<file path="src/rtl/ama_riscv_ctrl_unit.sv">
// ama_riscv_ctrl_unit
// ID-stage control unit: decodes the RV32I base opcodes into registered
// datapath controls and runs the front-end control FSM (start-address hold
// after reset, branch-resolve stall, jump fetch flush, illegal-opcode flag).
// Every output is registered, so the decode of inst_id shows up one cycle later.

module ama_riscv_ctrl_unit #(
    parameter int RST_HOLD       = 2,  // cycles pc_sel=START is held after rst (1..15)
    parameter int BR_RES_LAT     = 1,  // cycles until branch compare is valid (1..7)
    parameter int ILLEGAL_BUBBLE = 1   // illegal opcode also flushes ID
) (
    input  logic        clk,
    input  logic        rst,
    input  logic [31:0] inst_id,
    input  logic        inst_valid,
    input  logic        bc_a_eq_b,
    input  logic        bc_a_lt_b,
    output logic        stall_if,
    output logic        clear_if,
    output logic        clear_id,
    output logic [1:0]  pc_sel,
    output logic        pc_we,
    output logic        imem_en,
    output logic        branch_inst,
    output logic        store_inst,
    output logic [3:0]  alu_op_sel,
    output logic        alu_a_sel,
    output logic        alu_b_sel,
    output logic [2:0]  ig_sel,
    output logic        bc_uns,
    output logic        dmem_en,
    output logic        load_sm_en,
    output logic [1:0]  wb_sel,
    output logic        reg_we,
    output logic        illegal_inst
);

    // opcode[6:2] values of the supported RV32I groups
    localparam logic [4:0] OPC5_R      = 5'b01100;
    localparam logic [4:0] OPC5_I      = 5'b00100;
    localparam logic [4:0] OPC5_LOAD   = 5'b00000;
    localparam logic [4:0] OPC5_STORE  = 5'b01000;
    localparam logic [4:0] OPC5_BRANCH = 5'b11000;
    localparam logic [4:0] OPC5_JALR   = 5'b11001;
    localparam logic [4:0] OPC5_JAL    = 5'b11011;
    localparam logic [4:0] OPC5_LUI    = 5'b01101;
    localparam logic [4:0] OPC5_AUIPC  = 5'b00101;

    // pc_sel encodings
    localparam logic [1:0] PC_INC4  = 2'd0;
    localparam logic [1:0] PC_ALU   = 2'd1;
    localparam logic [1:0] PC_START = 2'd3;

    // immediate generator selections
    localparam logic [2:0] IG_OFF = 3'd0;
    localparam logic [2:0] IG_I   = 3'd1;
    localparam logic [2:0] IG_S   = 3'd2;
    localparam logic [2:0] IG_B   = 3'd3;
    localparam logic [2:0] IG_J   = 3'd4;
    localparam logic [2:0] IG_U   = 3'd5;

    // write-back selections
    localparam logic [1:0] WB_DMEM = 2'd0;
    localparam logic [1:0] WB_ALU  = 2'd1;
    localparam logic [1:0] WB_INC4 = 2'd2;

    localparam logic [3:0] ALU_ADD   = 4'b0000;
    localparam logic [3:0] ALU_PASSB = 4'b1111;

    localparam logic [3:0] RST_CNT = 4'(RST_HOLD - 1);
    localparam logic [3:0] BR_CNT  = 4'(BR_RES_LAT - 1);
    localparam logic       ILL_CLR = (ILLEGAL_BUBBLE != 0);

    typedef enum logic [1:0] {
        S_RST = 2'd0,
        S_RUN = 2'd1,
        S_BR  = 2'd2,
        S_JMP = 2'd3
    } state_t;

    // all registered controls, in output-port order
    typedef struct packed {
        logic       stall_if;
        logic       clear_if;
        logic       clear_id;
        logic [1:0] pc_sel;
        logic       pc_we;
        logic       imem_en;
        logic       branch_inst;
        logic       store_inst;
        logic [3:0] alu_op_sel;
        logic       alu_a_sel;
        logic       alu_b_sel;
        logic [2:0] ig_sel;
        logic       bc_uns;
        logic       dmem_en;
        logic       load_sm_en;
        logic [1:0] wb_sel;
        logic       reg_we;
        logic       illegal_inst;
    } ctrl_t;

    // values driven while reset or the start-address hold is active
    localparam ctrl_t CTRL_RST = '{
        stall_if: 1'b1, clear_if: 1'b1, clear_id: 1'b1, pc_sel: PC_START,
        pc_we: 1'b1, imem_en: 1'b1, branch_inst: 1'b0, store_inst: 1'b0,
        alu_op_sel: ALU_ADD, alu_a_sel: 1'b0, alu_b_sel: 1'b0, ig_sel: IG_OFF,
        bc_uns: 1'b0, dmem_en: 1'b0, load_sm_en: 1'b0, wb_sel: WB_DMEM,
        reg_we: 1'b0, illegal_inst: 1'b0
    };

    // bubble: fetch keeps advancing by 4, nothing architectural is written
    localparam ctrl_t CTRL_NOP = '{
        stall_if: 1'b0, clear_if: 1'b0, clear_id: 1'b0, pc_sel: PC_INC4,
        pc_we: 1'b1, imem_en: 1'b1, branch_inst: 1'b0, store_inst: 1'b0,
        alu_op_sel: ALU_ADD, alu_a_sel: 1'b0, alu_b_sel: 1'b0, ig_sel: IG_OFF,
        bc_uns: 1'b0, dmem_en: 1'b0, load_sm_en: 1'b0, wb_sel: WB_DMEM,
        reg_we: 1'b0, illegal_inst: 1'b0
    };

    state_t     state_reg, state_next;
    logic [3:0] cnt_reg, cnt_next;
    logic [2:0] br_f3_reg, br_f3_next;
    ctrl_t      ctrl_reg, ctrl_next;

    // instruction fields
    logic [4:0] opc5;
    logic [2:0] funct3;
    logic       funct7_5;
    logic       unused_inst;

    assign opc5        = inst_id[6:2];
    assign funct3      = inst_id[14:12];
    assign funct7_5    = inst_id[30];
    assign unused_inst = ^{inst_id[31], inst_id[29:15], inst_id[11:7]};

    // combinational decode of the instruction currently in ID
    ctrl_t dec_ctrl;
    logic  dec_branch;
    logic  dec_jump;
    logic  br_taken;

    // opcode decode; anything unrecognised becomes an illegal-instruction bubble
    always_comb begin
        dec_ctrl   = CTRL_NOP;
        dec_branch = 1'b0;
        dec_jump   = 1'b0;
        if (inst_id[1:0] != 2'b11) begin
            dec_ctrl.illegal_inst = 1'b1;
            dec_ctrl.clear_id     = ILL_CLR;
        end else begin
            case (opc5)
                OPC5_R: begin
                    dec_ctrl.alu_op_sel = {funct7_5, funct3};
                    dec_ctrl.wb_sel     = WB_ALU;
                    dec_ctrl.reg_we     = 1'b1;
                end
                OPC5_I: begin
                    // funct7[5] only selects SRAI vs SRLI; elsewhere it is immediate data
                    dec_ctrl.alu_op_sel = {(funct3 == 3'b101) ? funct7_5 : 1'b0, funct3};
                    dec_ctrl.alu_b_sel  = 1'b1;
                    dec_ctrl.ig_sel     = IG_I;
                    dec_ctrl.wb_sel     = WB_ALU;
                    dec_ctrl.reg_we     = 1'b1;
                end
                OPC5_LOAD: begin
                    dec_ctrl.alu_b_sel  = 1'b1;
                    dec_ctrl.ig_sel     = IG_I;
                    dec_ctrl.dmem_en    = 1'b1;
                    dec_ctrl.load_sm_en = 1'b1;
                    dec_ctrl.wb_sel     = WB_DMEM;
                    dec_ctrl.reg_we     = 1'b1;
                end
                OPC5_STORE: begin
                    dec_ctrl.alu_b_sel  = 1'b1;
                    dec_ctrl.ig_sel     = IG_S;
                    dec_ctrl.dmem_en    = 1'b1;
                    dec_ctrl.store_inst = 1'b1;
                end
                OPC5_BRANCH: begin
                    dec_ctrl.alu_a_sel   = 1'b1;
                    dec_ctrl.alu_b_sel   = 1'b1;
                    dec_ctrl.ig_sel      = IG_B;
                    dec_ctrl.branch_inst = 1'b1;
                    dec_ctrl.bc_uns      = funct3[1];
                    dec_branch           = 1'b1;
                end
                OPC5_JAL: begin
                    dec_ctrl.alu_a_sel = 1'b1;
                    dec_ctrl.alu_b_sel = 1'b1;
                    dec_ctrl.ig_sel    = IG_J;
                    dec_ctrl.pc_sel    = PC_ALU;
                    dec_ctrl.wb_sel    = WB_INC4;
                    dec_ctrl.reg_we    = 1'b1;
                    dec_jump           = 1'b1;
                end
                OPC5_JALR: begin
                    dec_ctrl.alu_b_sel = 1'b1;
                    dec_ctrl.ig_sel    = IG_I;
                    dec_ctrl.pc_sel    = PC_ALU;
                    dec_ctrl.wb_sel    = WB_INC4;
                    dec_ctrl.reg_we    = 1'b1;
                    dec_jump           = 1'b1;
                end
                OPC5_LUI: begin
                    dec_ctrl.alu_op_sel = ALU_PASSB;
                    dec_ctrl.alu_b_sel  = 1'b1;
                    dec_ctrl.ig_sel     = IG_U;
                    dec_ctrl.wb_sel     = WB_ALU;
                    dec_ctrl.reg_we     = 1'b1;
                end
                OPC5_AUIPC: begin
                    dec_ctrl.alu_a_sel = 1'b1;
                    dec_ctrl.alu_b_sel = 1'b1;
                    dec_ctrl.ig_sel    = IG_U;
                    dec_ctrl.wb_sel    = WB_ALU;
                    dec_ctrl.reg_we    = 1'b1;
                end
                default: begin
                    dec_ctrl.illegal_inst = 1'b1;
                    dec_ctrl.clear_id     = ILL_CLR;
                end
            endcase
        end
    end

    // branch outcome from the stored funct3 and the comparator flags
    always_comb begin
        case (br_f3_reg)
            3'b000:          br_taken = bc_a_eq_b;
            3'b001:          br_taken = !bc_a_eq_b;
            3'b100, 3'b110:  br_taken = bc_a_lt_b;
            3'b101, 3'b111:  br_taken = !bc_a_lt_b;
            default:         br_taken = 1'b0;
        endcase
    end

    // next-state and next-control selection for the front-end FSM
    always_comb begin
        state_next = state_reg;
        cnt_next   = cnt_reg;
        br_f3_next = br_f3_reg;
        ctrl_next  = CTRL_RST;
        case (state_reg)
            S_RST: begin
                ctrl_next = CTRL_RST;
                if (cnt_reg == 4'd0) begin
                    state_next = S_RUN;
                end else begin
                    cnt_next = cnt_reg - 4'd1;
                end
            end
            S_RUN: begin
                ctrl_next = CTRL_NOP;
                if (inst_valid) begin
                    ctrl_next = dec_ctrl;
                    if (dec_branch) begin
                        state_next = S_BR;
                        cnt_next   = BR_CNT;
                        br_f3_next = funct3;
                    end else if (dec_jump) begin
                        state_next = S_JMP;
                    end
                end
            end
            S_BR: begin
                // hold fetch and squash ID until the comparator result is valid
                ctrl_next          = CTRL_NOP;
                ctrl_next.stall_if = 1'b1;
                ctrl_next.clear_id = 1'b1;
                ctrl_next.pc_we    = 1'b0;
                ctrl_next.bc_uns   = br_f3_reg[1];
                if (cnt_reg == 4'd0) begin
                    ctrl_next.pc_we    = 1'b1;
                    ctrl_next.pc_sel   = br_taken ? PC_ALU : PC_INC4;
                    ctrl_next.clear_if = br_taken;
                    state_next         = S_RUN;
                end else begin
                    cnt_next = cnt_reg - 4'd1;
                end
            end
            S_JMP: begin
                // drop the wrong-path instructions fetched behind the jump
                ctrl_next          = CTRL_NOP;
                ctrl_next.clear_if = 1'b1;
                ctrl_next.clear_id = 1'b1;
                state_next         = S_RUN;
            end
            default: begin
                state_next = S_RST;
                cnt_next   = RST_CNT;
            end
        endcase
    end

    // state, counter and registered controls; rst overrides everything
    always_ff @(posedge clk) begin
        if (rst) begin
            state_reg <= S_RST;
            cnt_reg   <= RST_CNT;
            br_f3_reg <= 3'b000;
            ctrl_reg  <= CTRL_RST;
        end else begin
            state_reg <= state_next;
            cnt_reg   <= cnt_next;
            br_f3_reg <= br_f3_next;
            ctrl_reg  <= ctrl_next;
        end
    end

    assign stall_if     = ctrl_reg.stall_if;
    assign clear_if     = ctrl_reg.clear_if;
    assign clear_id     = ctrl_reg.clear_id;
    assign pc_sel       = ctrl_reg.pc_sel;
    assign pc_we        = ctrl_reg.pc_we;
    assign imem_en      = ctrl_reg.imem_en;
    assign branch_inst  = ctrl_reg.branch_inst;
    assign store_inst   = ctrl_reg.store_inst;
    assign alu_op_sel   = ctrl_reg.alu_op_sel;
    assign alu_a_sel    = ctrl_reg.alu_a_sel;
    assign alu_b_sel    = ctrl_reg.alu_b_sel;
    assign ig_sel       = ctrl_reg.ig_sel;
    assign bc_uns       = ctrl_reg.bc_uns;
    assign dmem_en      = ctrl_reg.dmem_en;
    assign load_sm_en   = ctrl_reg.load_sm_en;
    assign wb_sel       = ctrl_reg.wb_sel;
    assign reg_we       = ctrl_reg.reg_we;
    assign illegal_inst = ctrl_reg.illegal_inst;

endmodule

</file>
<file path="config.mk">
export PLATFORM = sky130hd
export DESIGN_NAME = ama_riscv_ctrl_unit
export DESIGN_NICKNAME = d
export VERILOG_FILES = /design/src/rtl/ama_riscv_ctrl_unit.sv
export SDC_FILE = /design/constraint.sdc
export NUM_CORES = 1
export LEC_CHECK = 0
export ABC_AREA = 1
export CAP_MARGIN = 20
export CORE_MARGIN = 1.5
export CORE_UTILIZATION = 50
export CTS_CLUSTER_DIAMETER = 40
export DETAILED_ROUTE_END_ITERATION = 7
export DONT_BUFFER_PORTS = 1
export PLACE_DENSITY_LB_ADDON = 0.05
export SLEW_MARGIN = 20
export SYNTH_ARGS = -nofsm -noshare
export SYNTH_HDL_FRONTEND = slang
export SYNTH_SLANG_ARGS = --single-unit
</file>
<file path="constraint.sdc">
create_clock -name clk -period 2 [get_ports clk]
set_input_delay 0.4 -clock clk [delete_from_list [all_inputs] [get_ports clk]]
set_output_delay 0.4 -clock clk [all_outputs]
set_load 0.1 [all_outputs]
</file>
* Word level (Yosys, flattened, before mapping)
Cells that the tools add are included.
** Cells by class
- Add/sub/neg operators :: 1
- $mul :: 0
- Div/mod/pow operators :: 0
- Magnitude comparators :: 0
- Eq/ne operators :: 23
- Shifts and indexed selects :: 0
- Muxes and demuxes :: 33
- Bitwise operators :: 0
- Reduce and logical (&&, ||, !) cells :: 20
** Operator list (count)
- $pmux 25 s4 :: 1
- $mux 23 :: 1
- $pmux 4 s5 :: 1
- $mux 17 :: 1
- $mux 1 :: 16
- $eq 3x3->1 const B :: 5
- $eq 5x4->1 const B :: 3
- $eq 5x5->1 const B :: 3
- $mux 4 :: 3
- $pmux 4 s3 :: 1
- $reduce_or 2->1 :: 6
- $eq 5x3->1 const B :: 2
- $mux 2 :: 5
- $pmux 3 s3 :: 1
- $reduce_or 9->1 :: 1
- $ne 2x2->1 const B :: 4
- $pmux 4 s2 :: 1
- $pmux 2 s3 :: 1
- $reduce_and 3->1 :: 2
- $reduce_or 3->1 :: 2
- $logic_not 5->1 :: 1
- $eq 2x2->1 const B :: 2
- $logic_not 4->1 :: 1
- $pmux 1 s4 :: 1
- 11 further kinds :: 12
** Storage, ports and cells
- Register bits after elaboration :: 34
- Bits in latches :: 0
- Bits in writable memories :: 0
- Bits in read-only memories :: 0
- Logic and storage cells :: 98
- Memories kept :: 0

* Depth between registers and ports, before layout
- Depth in word-level cells :: 8
- Gate-level depth with buffers :: 8
- Mapped depth without buffers :: 8

* Worst setup path after synthesis
OpenSTA, ideal clock, no wires.
- Path type :: register -> register
- Start :: register cnt_reg[0]
- End :: register cnt_reg[3]
- Setup time :: 0.132 ns
- Data arrival time :: 1.220 ns
- Slack :: 0.648 ns
- Cell stages (with the launch flop) :: 9
- Path buffers :: 0
- Clock period less this slack :: 1.352 ns
- Cells stage by stage :: dfxtp_1 inv_1 ha_1 nand2_1 nor2_1 o21ai_0 nand2_2 nand2_1 a21oi_1
** On the way
- Longest elaborated chain between the ends :: 3
- Elaborated cells between the ends (all ways) :: 6
** Ends and longest elaborated chain
- from (decl) :: line 122 : logic [3:0] cnt_reg, cnt_next;
- from (signal assigned) :: line 305 : cnt_reg <= cnt_next;
- $sub 4x1->4 / $logic_not 4->1 (equally long branches)
- $mux 4 / $ne 2x2->1 (equally long branches)
- $pmux 4 s2 / $reduce_and 4->1 (equally long branches)
Several ways; a longest one is shown, not always the timed one. The select of a mux whose other input is x is not followed.
A chain may end at the register's enable or synchronous reset.

* Worst setup path in the final report
- Start :: register state_reg[0]
- End :: register ctrl_reg (netlist bit ig_sel[0])
** On the way
- Longest elaborated chain between the ends :: 2
- Elaborated cells between the ends (all ways) :: 5
** Ends and longest elaborated chain
- from (decl) :: line 121 : state_t state_reg, state_next;
- from (signal assigned) :: line 304 : state_reg <= state_next;
- $eq 2x2->1, or another cell as far along :: line 244 : case (state_reg)
- $pmux 25 s4 * :: line 244
- to (signal assigned) :: line 307 : ctrl_reg <= ctrl_next;
- to (decl) :: line 124 : ctrl_t ctrl_reg, ctrl_next;
Every way passes the cells marked *; elsewhere a longest branch is shown, timed or not.

==> summary.txt <==
Initial Util - 54.3%
Detailed Place HPWL - 2150 microns
Leakage - 0.775 nW
CTS Sinks - 33
Via density - 5.13
CTS-repair resized insts - 0
RSZ-0062 raised after global routing - false
YS warnings - 0
Filler Cell Count - 239
Initial antenna violation count - 0
Clk buf depth - 2
H-tree Lvls - 2
Maxcap violations - 0
WL final - 2860 microns
Row cnt - 18
Reg power frac - 44.0%
Total negative slack - 0 ps
CTS buffer count - 5
Fin worst setup slack - 349 ps
Area contributors post-synth - dfxtp_1, nand2_1, inv_1
Maximum vdd drop - 929 uV
Cell count after synthesis - 185
Peak fanout along the critical path - 12
CTS tree - built
Die width - 55.6 microns
Psw - 743 uW
Fin crit period - 1650 ps
Crit end category - register
Final setup vio count - 0
Critical path type - register to register
Global-route wire length before repair - 4690 microns
Hold WC Path Type - input port to register
Die area - 3090 sq um
Nets@finish - 251
Data required time of the worst path - 2270 ps
Post-CTS Setup Inserts - 0
Sw frac - 42.0%
Cell taking the most area after synthesis - dfxtp_1
PortBufs - 0
DRC - 0
Status - complete, no violations
GRT Overall Usage - 19.4%
Combinational Power Share - 36.4%
Diodes inserted - 0
Sequential fraction of the synthesis area - 47.8%
Largest net degree at the start of global routing - 13
DRT antenna net count - 0
Routed WL per cell - 11.7 microns
Power density cells - 1090 nW/um^2
Clock share of power - 19.5%
Delay-heaviest family, CP - simple AND/OR/NAND/NOR gates
CP Buf/Inv Count - 2
Worst-path cell chain - inv_2 -> nor2_4 -> nand2_4 -> nor2_2 -> nand2_1 -> inv_1 -> o21a_1
Syn Area/Cell - 7.47 sq um
Pre-CTS WS - 410 ps
Critical-path top delay cell - dfxtp_1
Pins Over Slew Limit - 0
Total Power - 1.77 mW
Iteration-0 DRC Markers - 41
Arrival @ worst endpoint - 1920 ps
Area grow syn2layout - 17.6%
Clock root cell - clkbuf_4
Hold WS - 127 ps
Fmax - 606 MHz
Post-layout util - 63.9%
Grt total ovfl - 0
Synthesis-stage register bit count - 33
Final RePlAce weighted congestion - 0.847
Share of cells above drive strength 1 - 17.8%
Startpoint Class - register
I/O pin cnt - 62
Die span in y - 55.6 microns
Vias - 1,252
Synth Cell Area - 1380 sq um
CTS hold repair buffers - 0
Syn_nets - 223
Internal cell power - 1.03 mW
Crit share post-route - 82.6%
DRT Pass-1 Iters - 4
Number of global-route vias before repair - 1,090
Core Box Area - 2540 sq um
Worst-skew pair later-pin latency - 330 ps
Clock slew at reported path FFs - 100 ps
Clock skew - 7.52 ps
Worst path max stage delay - 480 ps
Distinct cells, synth - 28
Share of the synthesized area in the top cell type - 47.8%
Final hold violation count - 0
[synth_stat cells]
cell type and number:
nand2_1 44, nor2_2 1, nand2_2 1, clkbuf_1 1, conb_1 1, xor2_1 1
o21a_1 1, nand2_4 1, nand3b_1 1, nor3_1 2, ha_1 1, nor2_1 23
a31oi_1 1, buf_6 1, nand3_1 14, inv_1 27, a21oi_2 2, o22ai_1 1
dfxtp_1 33, inv_2 1, nand4_1 6, o211ai_1 3, a31oi_4 1, a21oi_1 10
o21ai_0 4, nor2_4 1, or2_2 1, buf_4 1
[metrics by stage]
step / instance area, sq um / instances
6_report: 1630 / 244
5_1_grt: 1630 / 244
4_1_cts: 1630 / 244
3_5_place_dp: 1580 / 236
3_3_place_gp: 1580 / 236
2_1_floorplan: 1380 / 185
[cell usage in the layout (no fill, tap or decap), types with 2 or more instances in the layout]
cell type,instances
o21ai_0,4
a21oi_2,2
nand3_1,14
clkbuf_1,3
dfxtp_1,33
inv_1,27
nand2_1,44
nor2_1,23
nor3_1,2
nand4_1,6
a21oi_1,10
buf_4,24
clkbuf_4,5
o211ai_1,3
[cell families (layout without fill, tap and decap cells)]
group | Yosys count | after routing | synth area share [%]
AO/OA/AOI/OAI | 23 | 23 | 11.0
XOR/XNOR | 1 | 1 | 0.634
adder cells (fa/ha/maj) | 1 | 1 | 0.905
buffers and inverters | 31 | 60 | 9.23
flip-flops | 33 | 33 | 47.8
other | 1 | 1 | 0.271
AND/OR/NAND/NOR | 95 | 95 | 30.2
[final timing paths]
check                 end  cells after the start         start  slack (ps)
max             ig_sel[0]                      7  state_reg[0]         350
min            cnt_reg[2]                      1           rst         130
max reg2reg     ig_sel[0]                      7  state_reg[0]         350
min reg2reg  br_f3_reg[2]                      2  br_f3_reg[2]         460
[layout make-up]
class                   count  area, sq um  area share (%)
flip-flops and latches     33          661            40.6
multi-input cells         121          594            36.5
clock buffers               8         48.8            3.00
inverters                  28          105            6.46
repair buffers             24          180            11.1
well taps                  30         37.5            2.31
[layer usage]
| metal | share of wire [%] | GRT usage (%) | vias to the layer above |
|---|---|---|---|
| li1 | - | - | 643 |
| met3 | 9.9 | 8.60 | 6 |
| met5 | 0 | 0 | - |
| met4 | 1.1 | 8.01 | 0 |
| met1 | 46 | 26.4 | 545 |
| met2 | 43 | 26.7 | 58 |
[power by group through the flow]
stage               sequential [mW]  clock, mW  combinational [mW]
finish                        0.779      0.346               0.645
floorplan                      1.00          0               0.316
global route                  0.788      0.384               0.704
global placement              0.789          0               0.625
CTS                           0.777      0.359               0.643
detailed placement            0.791          0               0.640
Note: power is estimated with default switching activity, not from simulation.
